**config.mk**
```make
export PLATFORM = sky130hd
export DESIGN_NAME = sprite_blit_sequencer
export DESIGN_NICKNAME = d
export VERILOG_FILES = /design/src/rtl/sprite_blit_sequencer.sv
export SDC_FILE = /design/constraint.sdc
export NUM_CORES = 1
export LEC_CHECK = 0
export BUFFER_PORTS_ARGS = -buffer_cell sky130_fd_sc_hd__buf_2
export CAP_MARGIN = 5
export CELL_PAD_IN_SITES_DETAIL_PLACEMENT = 0
export CELL_PAD_IN_SITES_GLOBAL_PLACEMENT = 2
export CORE_MARGIN = 4
export CORE_UTILIZATION = 34
export CTS_CLUSTER_DIAMETER = 60
export CTS_CLUSTER_SIZE = 40
export DETAILED_ROUTE_END_ITERATION = 6
export GPL_TIMING_DRIVEN = 1
export HOLD_SLACK_MARGIN = 0.06
export PLACE_DENSITY = 0.86
export SETUP_SLACK_MARGIN = 0.1
export SYNTH_ARGS = -nofsm -noshare
export SYNTH_HDL_FRONTEND = slang
export SYNTH_SLANG_ARGS = --single-unit
```
**constraint.sdc**
```tcl
create_clock -name clock -period 4.5 [get_ports clock]
set_input_delay 0.675 -clock clock [delete_from_list [all_inputs] [get_ports clock]]
set_output_delay 0.675 -clock clock [all_outputs]
set_load 0.05 [all_outputs]
```
**src/rtl/sprite_blit_sequencer.sv**
```systemverilog
// Sprite blit sequencer: walks a location table and, for each entry, streams every
// sprite pixel from the ROM bank to a plotter through a valid/ready handshake.
module sprite_blit_sequencer #(
   parameter int unsigned N_ENT  = 16,
   parameter int unsigned SPR_W  = 16,
   parameter int unsigned SPR_H  = 16,
   parameter int unsigned CH_W   = 2,
   parameter int unsigned COL_W  = 3,
   parameter int unsigned XW     = 8,
   parameter int unsigned YW     = 7,
   parameter int unsigned TRANSP = 0
) (
   input  logic                                   clock,
   input  logic                                   reset,
   input  logic                                   start,
   input  logic                                   skip_transp,
   output logic [$clog2(N_ENT)-1:0]               ent_addr,
   input  logic [XW-1:0]                          ent_x,
   input  logic [YW-1:0]                          ent_y,
   input  logic [CH_W-1:0]                        ent_ch,
   output logic [$clog2(SPR_H)+$clog2(SPR_W)-1:0] pix_addr,
   output logic [CH_W-1:0]                        pix_ch,
   input  logic [COL_W-1:0]                       pix_colour,
   output logic [XW-1:0]                          out_x,
   output logic [YW-1:0]                          out_y,
   output logic [COL_W-1:0]                       out_colour,
   output logic                                   out_valid,
   input  logic                                   out_ready,
   output logic                                   busy,
   output logic                                   done
);

   localparam int unsigned EW = $clog2(N_ENT);
   localparam int unsigned RW = $clog2(SPR_H);
   localparam int unsigned CW = $clog2(SPR_W);

   typedef enum logic [2:0] {IDLE, ENT_REQ, ENT_CAP, PIX_REQ, PIX_CAP, EMIT, DONE} state_t;

   state_t            state_q, state_d;
   logic [EW-1:0]     idx_q, idx_d;
   logic              skip_q, skip_d;
   logic [XW-1:0]     ent_x_q, ent_x_d;
   logic [YW-1:0]     ent_y_q, ent_y_d;
   logic [RW-1:0]     row_q, row_d;
   logic [CW-1:0]     col_q, col_d;
   logic [EW-1:0]     ent_addr_q, ent_addr_d;
   logic [RW+CW-1:0]  pix_addr_q, pix_addr_d;
   logic [CH_W-1:0]   pix_ch_q, pix_ch_d;
   logic [XW-1:0]     out_x_q, out_x_d;
   logic [YW-1:0]     out_y_q, out_y_d;
   logic [COL_W-1:0]  out_colour_q, out_colour_d;
   logic              out_valid_q, out_valid_d;
   logic              busy_q, busy_d;
   logic              done_q, done_d;
   logic              adv;
   logic              last_col, last_row, last_ent;

   assign last_col = (col_q == CW'(SPR_W - 1));
   assign last_row = (row_q == RW'(SPR_H - 1));
   assign last_ent = (idx_q == EW'(N_ENT - 1));

   // Next-state and registered-output computation; addresses hold outside request states.
   always_comb begin
      state_d      = state_q;
      idx_d        = idx_q;
      skip_d       = skip_q;
      ent_x_d      = ent_x_q;
      ent_y_d      = ent_y_q;
      row_d        = row_q;
      col_d        = col_q;
      ent_addr_d   = ent_addr_q;
      pix_addr_d   = pix_addr_q;
      pix_ch_d     = pix_ch_q;
      out_x_d      = out_x_q;
      out_y_d      = out_y_q;
      out_colour_d = out_colour_q;
      out_valid_d  = out_valid_q;
      done_d       = 1'b0;
      adv          = 1'b0;

      case (state_q)
         IDLE: begin
            if (start) begin
               state_d    = ENT_REQ;
               idx_d      = '0;
               ent_addr_d = '0;
               skip_d     = skip_transp;
            end
         end
         ENT_REQ: state_d = ENT_CAP;
         ENT_CAP: begin
            ent_x_d    = ent_x;
            ent_y_d    = ent_y;
            pix_ch_d   = ent_ch;
            row_d      = '0;
            col_d      = '0;
            pix_addr_d = '0;
            state_d    = PIX_REQ;
         end
         PIX_REQ: state_d = PIX_CAP;
         PIX_CAP: begin
            if (skip_q && (pix_colour == COL_W'(TRANSP))) begin
               adv = 1'b1;
            end else begin
               out_colour_d = pix_colour;
               out_x_d      = ent_x_q + XW'(col_q);
               out_y_d      = ent_y_q + YW'(row_q);
               out_valid_d  = 1'b1;
               state_d      = EMIT;
            end
         end
         EMIT: begin
            if (out_ready) begin
               out_valid_d = 1'b0;
               adv         = 1'b1;
            end
         end
         DONE: state_d = IDLE;
         default: state_d = IDLE;
      endcase

      // Step to the next pixel, the next entry, or the end of the pass.
      if (adv) begin
         if (last_col && last_row) begin
            if (last_ent) begin
               state_d = DONE;
               done_d  = 1'b1;
            end else begin
               idx_d      = idx_q + EW'(1);
               ent_addr_d = idx_q + EW'(1);
               state_d    = ENT_REQ;
            end
         end else begin
            col_d      = last_col ? '0 : col_q + CW'(1);
            row_d      = last_col ? row_q + RW'(1) : row_q;
            pix_addr_d = {row_d, col_d};
            state_d    = PIX_REQ;
         end
      end

      busy_d = (state_d != IDLE);
   end

   always_ff @(posedge clock) begin
      if (!reset) begin
         state_q      <= IDLE;
         idx_q        <= '0;
         skip_q       <= 1'b0;
         ent_x_q      <= '0;
         ent_y_q      <= '0;
         row_q        <= '0;
         col_q        <= '0;
         ent_addr_q   <= '0;
         pix_addr_q   <= '0;
         pix_ch_q     <= '0;
         out_x_q      <= '0;
         out_y_q      <= '0;
         out_colour_q <= '0;
         out_valid_q  <= 1'b0;
         busy_q       <= 1'b0;
         done_q       <= 1'b0;
      end else begin
         state_q      <= state_d;
         idx_q        <= idx_d;
         skip_q       <= skip_d;
         ent_x_q      <= ent_x_d;
         ent_y_q      <= ent_y_d;
         row_q        <= row_d;
         col_q        <= col_d;
         ent_addr_q   <= ent_addr_d;
         pix_addr_q   <= pix_addr_d;
         pix_ch_q     <= pix_ch_d;
         out_x_q      <= out_x_d;
         out_y_q      <= out_y_d;
         out_colour_q <= out_colour_d;
         out_valid_q  <= out_valid_d;
         busy_q       <= busy_d;
         done_q       <= done_d;
      end
   end

   assign ent_addr   = ent_addr_q;
   assign pix_addr   = pix_addr_q;
   assign pix_ch     = pix_ch_q;
   assign out_x      = out_x_q;
   assign out_y      = out_y_q;
   assign out_colour = out_colour_q;
   assign out_valid  = out_valid_q;
   assign busy       = busy_q;
   assign done       = done_q;

endmodule

```
==> impl_metrics.csv <==
group,metric,value,unit
worst_hold_path,hold_path.class,"register to register",
yosys,async_flop_share,0,%
clocking,cts_buffers,9,
global_route,grt_max_degree,55,
timing,max_freq,430,MHz
timing,rsz0062_at_grt,"false",
power_and_ir_drop,irDropWorstVdd,0.115,mV
yosys,synthTopCellsByCount,"nand2_1 (71), dfxtp_1 (66), a21oi_1 (48)",
setup_path,crit_fanout,15,
detailed_routing,drt_iter0_markers,94,
yosys,synth_top_area_share,44.7,%
power_and_ir_drop,power_frac_clock,38.0,%
yosys,yosys_register_bits,66,
floorplan,initial_utilization,35.4,%
setup_path,worst_ep_arrival_time,2.57,ns
finish,layout-drive-gt1-share,20.2,%
setup_path,cp.required,4.74,ns
place,post-place-ws,1.87,ns
floorplan,die_w,101,µm
yosys,synthTopCellsByArea,"dfxtp_1 (45%), nand2_1 (9.0%), a21oi_1 (8.1%)",
global_route,overflow,0,
yosys,synth_nets,391,
finish,syn_to_final_growth,18.2,%
outcome,status,"finished clean",
yosys,synthCells,353,
finish,finalNetCount,444,
power_and_ir_drop,p_leak,0.00141,µW
power_and_ir_drop,p_per_area,363,mW/mm²
floorplan,ioPinCount,60,
finish,n_antenna_cell,0,
yosys,netlist_area,0.00296,mm²
power_and_ir_drop,p_sw,343,µW
timing,setup_viol,0,
detailed_routing,routed_wl,7160,µm
clocking,cts_htree_levels,3,
setup_path,reg2reg_depth,6,
place,place_area,0.00331,mm²
global_route,grt_pass1_wl,11500,µm
global_route,antenna_found_initial,0,
worst_hold_path,holdPathStages,2,
yosys,synth_edf_count,0,
timing,hold_viol,0,
timing,tightestPinTransition,0.939,ns
power_and_ir_drop,p_int,926,µW
detailed_routing,dr.pass1.iters,5,
timing,fin_crit_sh,51.7,%
setup_path,critPathKind,"register to register",
setup_path,r2r_slack,2.17,ns
yosys,synth_top_area_cell,"dfxtp_1",
floorplan,core,0.00834,mm²
job,drv_cap,0,
setup_path,crit_path_end_kind,"register",
detailed_routing,ant_nets,0,
detailed_routing,wl_per_cell,13.9,µm
global_route,grt_use_total,14.4,%
yosys,yosysWarnings,0,
yosys,synth_cell_types,48,
clocking,postCtsSetupBuffers,0,
timing,slew_violations,0,
clocking,cts_tree,"done",
detailed_routing,drc,0,
timing,setup_ws,2.17,ns
finish,fin_area,0.00350,mm²
clocking,cts_buffer_depth,2,
timing,finalCriticalPeriod,2.33,ns
clocking,clock-sinks,66,
yosys,syn_avg_cell_area,8.38,µm²
floorplan,die-area,0.0103,mm²
clocking,cts-root-buf,"clkbuf_8",
detailed_routing,vias,2590,
clocking,clkLatencyLatePin,0.33,ns
floorplan,die_h,101,µm
yosys,synth_ff_type,"dfxtp_1",
finish,fillCellCount,897,
place,portBuffers,59,
finish,utilization,41.9,%
timing,finalSetupTns,0,ns
power_and_ir_drop,power_frac_seq,50.0,%
yosys,yosysMostFrequentCell,"nand2_1",
global_route,grt_pass1_vias,2339,
power_and_ir_drop,swShare,27.0,%
yosys,ys_seq_area_share,44.7,%
floorplan,rows,33,
clocking,hold_buffers,0,
setup_path,start_kind,"register",
clocking,post_cts_resized,0,
power_and_ir_drop,p_comb_share,12.1,%
clocking,clkTransAtPathRegs,0.07,ns
timing,clock_skew,0.00751,ns
detailed_routing,via_per_inst,5.03,
place,place_congestion,0.764,
timing,slew_headroom,37.3,%
place,place_hpwl,5040,µm
power groups by stage:
stage	Clock (µW)	Combinational, µW	Sequential, µW
floorplan	0	98.8	659
global placement	0	154	646
detailed placement	0	155	647
CTS	496	156	633
global route	521	172	638
finish	482	153	634
registers in the layout, indices dropped and copies added (netlist names):
signal,count
busy,1
col_q,4
done,1
ent_addr,4
ent_x_q,8
ent_y_q,7
idx_q,4
out_colour,3
out_valid,1
out_x,8
out_y,7
pix_addr,8
pix_ch,2
row_q,4
skip_q,1
state_q,3
critical path, stage by stage (launching register included):
cell,delay (ns)
dfxtp_1,0.46
ha_1,0.30
nand3_1,0.20
or2_1,0.36
a21oi_2,0.55
nor2_1,0.11
a211oi_1,0.25
layer usage:
layer	track usage [%]	vias to the layer above	wire length, µm
met5	0	-	0
met4	6.75	0	127
met3	2.69	9	276
met2	21.1	54	3090
met1	20.5	1183	3670
li1	-	1344	-
area by class of cell:
| type | count | area (µm²) | area share (%) |
|---|---|---|---|
| clock inverter | 3 | 40.0 | 1.15 |
| timing repair buffer | 60 | 303 | 8.66 |
| tap | 105 | 131 | 3.76 |
| clock buffer | 12 | 145 | 4.15 |
| multi-input combinational | 260 | 1520 | 43.5 |
| inverter | 9 | 33.8 | 0.966 |
| sequential | 66 | 1320 | 37.8 |
stage by stage:
step,power (µW),hold slack [ns],instances
4_1_cts,1290,0.458,515
5_1_grt,1330,0.477,515
2_1_floorplan,758,0.441,353
6_report,1270,0.451,515
3_3_place_gp,800,0.439,500
3_5_place_dp,802,0.446,500
worst paths after layout:
kind,start,end
worst max register to register,col_q[0],col_q[2]
worst min register to register,out_colour[2],out_colour[2]
worst max-delay path,col_q[0],col_q[2]
worst min-delay path,out_colour[2],out_colour[2]
cell usage in the layout (no fill, tap or decap), drive strengths merged, types with 3 or more instances in the layout:
| master | n |
|---|---|
| nor4 | 3 |
| a21oi | 49 |
| or3 | 5 |
| nand4 | 3 |
| xor2 | 5 |
| buf | 60 |
| clkbuf | 12 |
| and3 | 3 |
| and2 | 3 |
| nand3 | 13 |
| inv | 9 |
| nand2 | 72 |
| o21ai | 17 |
| a211oi | 8 |
| dfxtp | 66 |
| a22oi | 5 |
| xnor2 | 9 |
| nor2 | 20 |
| ha | 11 |
| a31oi | 3 |
kinds of logic after synthesis:
logic type	Yosys count	share of synthesized area, %
muxes	1	0.339
adders and majority gates	13	6.01
AOI/OAI and AO/OA	94	19.0
DFF	66	44.7
xor gates and xnor gates	14	4.15
buffers and inverters	27	3.85
and+or+nand+nor	138	22.0
(Power assumes the default switching activity.)
